[src/rtl/ysyx_23060278_ifu_pkg.sv]
// ============================================================================
// Package : ysyx_23060278_pkg
// Desc    : Shared IFU types: FSM state encoding, fault codes, reset PC.
// Rev     : 1.0  initial release
// ============================================================================
`default_nettype none

package ysyx_23060278_pkg;

  typedef enum logic [1:0] {
    ST_IDLE = 2'd0,
    ST_AR   = 2'd1,
    ST_R    = 2'd2,
    ST_OUT  = 2'd3
  } ifu_state_e;

  localparam logic [1:0]  FAULT_NONE     = 2'b00;
  localparam logic [1:0]  FAULT_ACCESS   = 2'b01;
  localparam logic [1:0]  FAULT_MISALIGN = 2'b10;

  localparam logic [31:0] RESET_PC       = 32'h8000_0000;

endpackage

`default_nettype wire

[src/rtl/ysyx_23060278_ifu_if.sv]
// ============================================================================
// Interface : ysyx_23060278_ifu_if
// Desc      : AXI4-Lite read channel (AR/R) between the IFU and instruction memory.
// Rev       : 1.0  initial release
// ============================================================================
`default_nettype none

interface ysyx_23060278_ifu_if #(
  parameter int ADDR_W = 32,
  parameter int DATA_W = 32
) ();

  logic [ADDR_W-1:0] araddr;
  logic              arvalid;
  logic              arready;
  logic [DATA_W-1:0] rdata;
  logic [1:0]        rresp;
  logic              rvalid;
  logic              rready;

  modport master (
    output araddr, arvalid, rready,
    input  arready, rdata, rresp, rvalid
  );

  modport slave (
    input  araddr, arvalid, rready,
    output arready, rdata, rresp, rvalid
  );

endinterface

`default_nettype wire

[src/rtl/ysyx_23060278_ifu.sv]
// ============================================================================
// Module : ysyx_23060278_ifu
// Desc   : Single-outstanding instruction fetch: PC in, AXI4-Lite read, inst out.
// Config : YSYX_23060278_IFU_MISALIGN_CHECK_EN (misaligned PC faults without a bus read)
// Rev    : 1.0  initial release
// ============================================================================
`default_nettype none

module ysyx_23060278_ifu #(
  parameter int ADDR_W = 32,
  parameter int DATA_W = 32
) (
  input  wire logic              clk,
  input  wire logic              rst_n,
  input  wire logic [ADDR_W-1:0] pc,
  input  wire logic              pc_valid,
  input  wire logic              flush,
  ysyx_23060278_ifu_if.master    axi,
  output logic [DATA_W-1:0]      inst,
  output logic [ADDR_W-1:0]      inst_pc,
  output logic [1:0]             inst_fault,
  output logic                   inst_valid,
  input  wire logic              inst_ready
);

  import ysyx_23060278_pkg::*;

  ifu_state_e        state, state_nxt;
  logic              drop, drop_nxt;
  logic [ADDR_W-1:0] addr, addr_nxt;
  logic [ADDR_W-1:0] pc_nxt;
  logic [DATA_W-1:0] inst_nxt;
  logic [1:0]        fault_nxt;
  logic              arvalid, rready;

  assign axi.araddr  = addr;
  assign axi.arvalid = arvalid;
  assign axi.rready  = rready;

  always_ff @(posedge clk or negedge rst_n) begin
    if (!rst_n) begin
      state      <= ST_IDLE;
      drop       <= 1'b0;
      addr       <= '0;
      inst_pc    <= '0;
      inst       <= '0;
      inst_fault <= FAULT_NONE;
      arvalid    <= 1'b0;
      rready     <= 1'b0;
      inst_valid <= 1'b0;
    end else begin
      state      <= state_nxt;
      drop       <= drop_nxt;
      addr       <= addr_nxt;
      inst_pc    <= pc_nxt;
      inst       <= inst_nxt;
      inst_fault <= fault_nxt;
      // Handshake outputs are decoded from the next state so they leave a flop.
      arvalid    <= (state_nxt == ST_AR);
      rready     <= (state_nxt == ST_R);
      inst_valid <= (state_nxt == ST_OUT);
    end
  end

  always_comb begin
    state_nxt = state;
    drop_nxt  = drop;
    addr_nxt  = addr;
    pc_nxt    = inst_pc;
    inst_nxt  = inst;
    fault_nxt = inst_fault;

    case (state)
      ST_IDLE: begin
        if (pc_valid) begin
          pc_nxt   = pc;
          addr_nxt = {pc[ADDR_W-1:2], 2'b00};
`ifdef YSYX_23060278_IFU_MISALIGN_CHECK_EN
          if (pc[1:0] != 2'b00) begin
            inst_nxt  = '0;
            fault_nxt = FAULT_MISALIGN;
            state_nxt = ST_OUT;
          end else begin
            state_nxt = ST_AR;
          end
`else
          state_nxt = ST_AR;
`endif
        end
      end

      ST_AR: begin
        // AXI forbids retracting arvalid, so a flush only marks the beat for discard.
        if (flush) drop_nxt = 1'b1;
        if (axi.arready) state_nxt = ST_R;
      end

      ST_R: begin
        if (flush) drop_nxt = 1'b1;
        if (axi.rvalid) begin
          if (drop || flush) begin
            state_nxt = ST_IDLE;
          end else begin
            inst_nxt  = axi.rdata;
            fault_nxt = (axi.rresp != 2'b00) ? FAULT_ACCESS : FAULT_NONE;
            state_nxt = ST_OUT;
          end
        end
      end

      ST_OUT: begin
        if (flush || inst_ready) state_nxt = ST_IDLE;
      end

      default: state_nxt = ST_IDLE;
    endcase

    if (state_nxt == ST_IDLE) drop_nxt = 1'b0;
  end

endmodule

`default_nettype wire
[src/flat_wrapper.sv]
// flat-port wrapper written by rule: the top's interface ports become plain ports
module ysyx_23060278_ifu_flat import ysyx_23060278_pkg::*;
#(
  parameter int ADDR_W = 32,
  parameter int DATA_W = 32
)
  (clk, rst_n, pc, pc_valid, flush, inst, inst_pc, inst_fault, inst_valid, inst_ready, axi_araddr, axi_arvalid, axi_rready, axi_arready, axi_rdata, axi_rresp, axi_rvalid);
  ysyx_23060278_ifu_if #(.ADDR_W(ADDR_W), .DATA_W(DATA_W)) axi_i ();
  input  wire logic clk;
  input  wire logic rst_n;
  input  wire logic [ADDR_W-1:0] pc;
  input  wire logic pc_valid;
  input  wire logic flush;
  output logic [DATA_W-1:0] inst;
  output logic [ADDR_W-1:0] inst_pc;
  output logic [1:0] inst_fault;
  output logic inst_valid;
  input  wire logic inst_ready;
  output wire logic [$bits(axi_i.araddr)-1:0] axi_araddr;
  output wire logic [$bits(axi_i.arvalid)-1:0] axi_arvalid;
  output wire logic [$bits(axi_i.rready)-1:0] axi_rready;
  input wire logic [$bits(axi_i.arready)-1:0] axi_arready;
  input wire logic [$bits(axi_i.rdata)-1:0] axi_rdata;
  input wire logic [$bits(axi_i.rresp)-1:0] axi_rresp;
  input wire logic [$bits(axi_i.rvalid)-1:0] axi_rvalid;
  assign axi_araddr = axi_i.araddr;
  assign axi_arvalid = axi_i.arvalid;
  assign axi_rready = axi_i.rready;
  assign axi_i.arready = axi_arready;
  assign axi_i.rdata = axi_rdata;
  assign axi_i.rresp = axi_rresp;
  assign axi_i.rvalid = axi_rvalid;
  ysyx_23060278_ifu #(.ADDR_W(ADDR_W), .DATA_W(DATA_W)) u_core (.clk(clk), .rst_n(rst_n), .pc(pc), .pc_valid(pc_valid), .flush(flush), .axi(axi_i), .inst(inst), .inst_pc(inst_pc), .inst_fault(inst_fault), .inst_valid(inst_valid), .inst_ready(inst_ready));
endmodule
[config.mk]
export PLATFORM = sky130hd
export DESIGN_NAME = ysyx_23060278_ifu_flat
export DESIGN_NICKNAME = d
export VERILOG_FILES = /design/src/rtl/ysyx_23060278_ifu_pkg.sv /design/src/rtl/ysyx_23060278_ifu_if.sv /design/src/rtl/ysyx_23060278_ifu.sv /design/src/flat_wrapper.sv
export SDC_FILE = /design/constraint.sdc
export NUM_CORES = 1
export LEC_CHECK = 0
export CAP_MARGIN = 5
export CORE_MARGIN = 2
export CORE_UTILIZATION = 41
export DETAILED_ROUTE_END_ITERATION = 8
export GPL_TIMING_DRIVEN = 0
export PLACE_DENSITY = 0.84
export SLEW_MARGIN = 30
export SYNTH_ARGS = -nofsm -noshare
export SYNTH_HDL_FRONTEND = slang
export SYNTH_SLANG_ARGS = --single-unit
[constraint.sdc]
create_clock -name clk -period 3.69 [get_ports clk]
set_input_delay 0.369 -clock clk [delete_from_list [all_inputs] [get_ports clk]]
set_output_delay 0.369 -clock clk [all_outputs]
set_load 0.05 [all_outputs]
==> flow_summary.toml, run 1 <==
[route]
antenna_left = 0
wirelength_um = 7454
drcViolationCount = 0
vias = 2269
drt_iter0_drc = 32
dr.pass1.iters = 5
viasPerCell = 4.565
drt-wirelength-per-cell_um = 15.00

[critical_path]
worstSetupPathType = "flop to output pin"
endpoint_kind = "output pin"
ff2ff_path_depth = 6
arrival_ns = 1.66
required_ns = 3.32
cp_max_fo = 3
cp-start-kind = "flop"

[cts]
clock-sinks = 71
cts.path.max_buffers = 2
clock_latency_ns = 0.35
cts_buffers = 9
cts-root-buf = "clkbuf_8"
htree_num_levels = 3
cts_tree = "yes"
path_clk_slew_ns = 0.07

[placement]
finalWeightedCongestion = 0.8144
dpl.hpwl_um = 5764
port_buffers = 170
placed_area_mm2 = 0.004875

[yosys]
avgSynthCellArea_um2 = 14.54
synthMuxAreaShare_pct = 24.16
synthSimpleGateAreaFrac_pct = 1.862
ys_types = 21
synth_cells = 208
yosysTopAreaCell = "dfrtp_1"
synth_xor_area_share_pct = 0
ys_ff_latch = 71
syn-cell-area_mm2 = 0.003024
synth.area.top_cells = "dfrtp_1 59%, mux2_2 23%, buf_4 8.2%"
synthAdderAreaFrac_pct = 2.069
synthMostInstantiatedCell = "dfrtp_1"
yosys_warnings = 0
synth_commonest_cells = "71 x dfrtp_1, 62 x mux2_2, 33 x buf_4"
synth_top_family_by_area = "multiplexers"
synth-compound-area-share_pct = 2.731
async_flop_share_pct = 100.0
synth_ff_type = "dfrtp_1"
synth_edf_count = 0
synth_top_area_share_pct = 58.75
ys_seq_area_share_pct = 58.75

[timing]
fmax_mhz = 491.7
period_minus_slack_ns = 2.034
worstMarginPinSlew_ns = 0.5270
setup_viol = 0
finalHoldViolations = 0
fin_setup_tns_ns = 0
final_max_slew_viol_count = 0
skew_ns = 0.009872
relSlewSlack_pct = 64.76
fin_crit_sh_pct = 55.11
rsz0062_at_grt = "no"

[die]
num_rows = 31
io_pins = 174
dieArea_mm2 = 0.008079
die_h_um = 89.89
die_w_um = 89.89
core_mm2 = 0.007214
start_util_pct = 41.92

[finish]
antenna_cells = 0
fin_nets = 471
area_growth_pct = 69.34
drive_above_1_share_pct = 30.15
final_cell_area_mm2 = 0.005121
fillers = 523

[global_route]
grt_usage_pct = 18.82
grtUsageMet2_pct = 33.46
antenna_found_initial = 0
first_global_vias = 2365
met3_usage_pct = 7.795
gr-usage-met1_pct = 20.80
grt_pass1_wl_um = 11930
grt_max_degree = 39
grt_overflow = 0
busiest_layer = "met2"

[status]
status = "complete, no violations"

[run]
maxCapViolations = 0

[hold_path]
hold_class = "flop to flop"
whs_path_depth = 1
through the flow:
| step | cells | setup WS (ns) | hold slack, ns | util, % |
|---|---|---|---|---|
| floorplan | 210 | 2.037 | 0.07341 | - |
| global placement | 479 | -0.1616 | 0.4732 | 67.33 |
| detailed placement | 480 | 1.664 | 0.3502 | 67.57 |
| CTS | 497 | 1.639 | 0.4962 | 70.99 |
| global route | 497 | 1.603 | 0.5203 | 70.99 |
| finish | 497 | 1.656 | 0.4924 | 70.99 |
final cells by class:
class | count | area [um^2] | share of cell area [%]
tap | 99 | 123.9 | 2.419
clock inverter | 6 | 108.9 | 2.126
buffer | 39 | 296.5 | 5.790
inverter | 4 | 15.01 | 0.2932
timing repair buffer | 172 | 1729 | 33.77
clock buffer | 10 | 127.6 | 2.492
multi-input combinational | 96 | 943.4 | 18.42
sequential | 71 | 1777 | 34.69
layout by cell type (no fill, tap or decap), drive strengths merged:
cell type and count:
mux2 64, nand2 3, nor3b 1, buf 41, a21boi 1, ha 5
clkdlybuf4s50 169, clkbuf 10, and3b 1, nor2 3, a21o 2, a31oi 1
dfrtp 71, clkinv 3, o2bb2ai 1, mux2i 1, o21ai 2, bufinv 3
inv 4, a21oi 7, dlygate4sd3 1, conb 3, nor3 1
registers in the layout, indices dropped and copies added, names as in the netlist:
name	flops
u_core.inst_valid	1
u_core.drop	1
u_core.state	2
u_core.inst	32
u_core.inst_pc	31
u_core.axi.araddr	1
u_core.axi.rready	1
u_core.axi.arvalid	1
u_core.inst_fault	1
logic make-up after synthesis:
kind of cell | after synthesis
multiplexers | 65
AND/OR/NAND/NOR | 9
AO/OA/AOI/OAI | 14
other | 1
buffers and inverters | 43
adder cells (fa/ha/maj) | 5
flip-flops | 71
routing by layer:
metal | share of wire (%) | vias to the layer above
met5 | 0 | -
met4 | 1.2 | 0
met3 | 8.0 | 8
met2 | 52 | 105
met1 | 38 | 1108
li1 | - | 1048
worst paths after layout:
check,start,endpoint,slack (ns)
setup / recovery,u_core.inst_pc[4]$_DFFE_PN0P_,inst_pc[4],1.66
hold / removal,u_core.inst[2]$_DFFE_PN0P_,u_core.inst[2]$_DFFE_PN0P_,0.49
setup reg to reg,u_core.state[0]$_DFF_PN0_,u_core.inst[15]$_DFFE_PN0P_,1.83
hold reg to reg,u_core.inst[2]$_DFFE_PN0P_,u_core.inst[2]$_DFFE_PN0P_,0.49
max in group asynchronous,rst_n,u_core.inst[5]$_DFFE_PN0P_,2.62
min in group asynchronous,rst_n,u_core.inst_pc[19]$_DFFE_PN0P_,0.52
worst max-delay path, cell delays in order, from the launching register on:
cell and delay (ns):
dfrtp_1 0.41, buf_4 0.13, clkdlybuf4s50_1 0.79
what timing repair did:
action | in CTS | in global routing
setup endpoints to repair | 0 | 0
hold buffers | 1 | 0
resized for setup | 0 | 0
endpoints found under the hold margin | 33 | 0
setup buffers | 0 | 0
Power of run 1 is not shown: default switching activity piles up to over one toggle a cycle in this logic, so the estimate is an artifact.
==> run 2, diff against run 1 <==
--- a/config.mk
+++ b/config.mk
@@ -7,10 +7,10 @@
 export LEC_CHECK = 0
 export CAP_MARGIN = 5
 export CORE_MARGIN = 2
-export CORE_UTILIZATION = 41
+export CORE_UTILIZATION = 38
 export DETAILED_ROUTE_END_ITERATION = 8
 export GPL_TIMING_DRIVEN = 0
-export PLACE_DENSITY = 0.84
+export PLACE_DENSITY = 0.78
 export SLEW_MARGIN = 30
 export SYNTH_ARGS = -nofsm -noshare
 export SYNTH_HDL_FRONTEND = slang
==> constraint.sdc (replaced) <==
create_clock -name clk -period 1.9 [get_ports clk]
set_input_delay 0.19 -clock clk [delete_from_list [all_inputs] [get_ports clk]]
set_output_delay 0.19 -clock clk [all_outputs]
set_load 0.05 [all_outputs]
==> run 2 against run 1 <==
Global-route usage fell by 2.2 points. Hold slack got worse by 0.11 ns. Clock skew fell by 0.0057 ns. Via count fell by 0.75%. Routed wire length fell by 4.2%. Clock-buffer cell count rose by 3. Core utilization fell by 5.3 points. Sequential share of layout area rose by 0.33 points. Sequential cell count did not move.
==> flow_summary.toml, run 2 (synthesis results as in run 1) <==
[die]
core_mm2 = 0.007727
start_util_pct = 39.14
die_h_um = 93.21
dieArea_mm2 = 0.008688
die_w_um = 93.21
num_rows = 32
io_pins = 174

[critical_path]
cp_max_fo = 3
worstSetupPathType = "flop to output pin"
arrival_ns = 1.62
cp-start-kind = "flop"
endpoint_kind = "output pin"
required_ns = 1.71

[route]
dr.pass1.iters = 4
vias = 2252
antenna_left = 0
wirelength_um = 7138
drt-wirelength-per-cell_um = 14.25
drt_iter0_drc = 24
viasPerCell = 4.495
drcViolationCount = 0

[timing]
finalWorstSetupSlack_ns = 0.09293
skew_ns = 0.004189
finalHoldViolations = 0
rsz0062_at_grt = "no"
fin_crit_sh_pct = 95.11
final_max_slew_viol_count = 0
relSlewSlack_pct = 63.47
setup_viol = 0
period_minus_slack_ns = 1.807
worstMarginPinSlew_ns = 0.5463
fmax_mhz = 553.4

[cts]
clock-sinks = 71
cts_resized = 0
path_clk_slew_ns = 0.07
htree_num_levels = 3
cts.path.max_buffers = 2
cts_tree = "yes"
clock_latency_ns = 0.32
cts_buffers = 9
cts-root-buf = "clkbuf_8"

[global_route]
grt_overflow = 0
grt_max_degree = 39
antenna_found_initial = 0
first_global_vias = 2241
grt_pass1_wl_um = 11240
grt_usage_pct = 16.66

[finish]
drive_above_1_share_pct = 30.08
area_growth_pct = 67.73
fillers = 578
layout_commonest_cell = "clkdlybuf4s50_1"
top_register = "u_core.inst"
largest_reg_flops = 32
fin_nets = 472
top_regs = "u_core.inst x32, u_core.inst_pc x31, u_core.state x2"
antenna_cells = 0
mostFrequentLayoutCells = "169 x clkdlybuf4s50_1, 71 x dfrtp_1, 62 x mux2_2"
final_cell_area_mm2 = 0.005072

[placement]
place_ws_ns = 0.01727
dpl.hpwl_um = 5755
port_buffers = 170
finalWeightedCongestion = 0.7578
placed_area_mm2 = 0.004878

[status]
status = "complete, no violations"

[hold_path]
hold_class = "primary input to async pin"

[run]
maxCapViolations = 0
run 2: changes by cell type in the layout (fill, tap and decap cells not counted):
cell	change
bufinv_16	-3
clkinv_4	-1
buf_4	+1
clkbuf_8	+2
clkbuf_1	+1
clkinvlp_4	+1
run 2: routing by layer:
metal  track usage, %  wire [um]  vias to the layer above
met4            6.127        140                        0
met1            19.22       2719                     1088
met2            29.17       3654                      106
met5                0          0                        -
met3            5.077        623                       12
li1                 -          -                     1046
run 2: worst paths after layout:
path / from / end / slack, ns / cells after the start
setup / recovery: u_core.inst_pc[3]$_DFFE_PN0P_ / inst_pc[3] / 0.09 / 2
hold / removal: rst_n / u_core.inst_pc[17]$_DFFE_PN0P_ / 0.38 / 2
setup reg to reg: u_core.state[0]$_DFF_PN0_ / u_core.inst[15]$_DFFE_PN0P_ / 0.14 / 6
hold reg to reg: u_core.inst[2]$_DFFE_PN0P_ / u_core.inst[2]$_DFFE_PN0P_ / 0.49 / 1
max in group asynchronous: rst_n / u_core.inst[14]$_DFFE_PN0P_ / 0.98 / 3
min in group clk: axi_rdata[2] / u_core.inst[2]$_DFFE_PN0P_ / 0.46 / 2
run 2: critical path, cell delays in order (launching register included):
cell	delay, ns
dfrtp_1	0.39
buf_4	0.12
clkdlybuf4s50_1	0.79
run 2: what timing repair did:
item / in CTS / in global routing
pin swaps: 1 / 1
hold buffers: 1 / 0
endpoints found under the setup margin: 2 / 23
endpoints found under the hold margin: 37 / 0
buffers inserted: 1 / 0
run 2: area by class of cell:
class                           count  area [um^2]  area share [%]
Buffer                             39        296.5           5.846
Clock buffer                       13        158.9           3.133
Clock inverter                      3        17.52          0.3453
Inverter                            4        15.01          0.2960
Multi-Input combinational cell     96        943.4           18.60
Sequential cell                    71         1777           35.03
Tap cell                          102        127.6           2.516
Timing Repair Buffer              173         1737           34.24
run 2: through the flow:
step,hold WS (ns),util (%),TNS (ns),instances
2_1_floorplan,-0.1056,-,0,210
3_5_place_dp,0.1816,63.13,0,483
3_3_place_gp,0.4702,62.90,-124.95,482
4_1_cts,0.3815,65.64,0,501
6_report,0.3801,65.64,0,501
5_1_grt,0.4263,65.64,0,501
Power of run 2 is left out for the same reason.
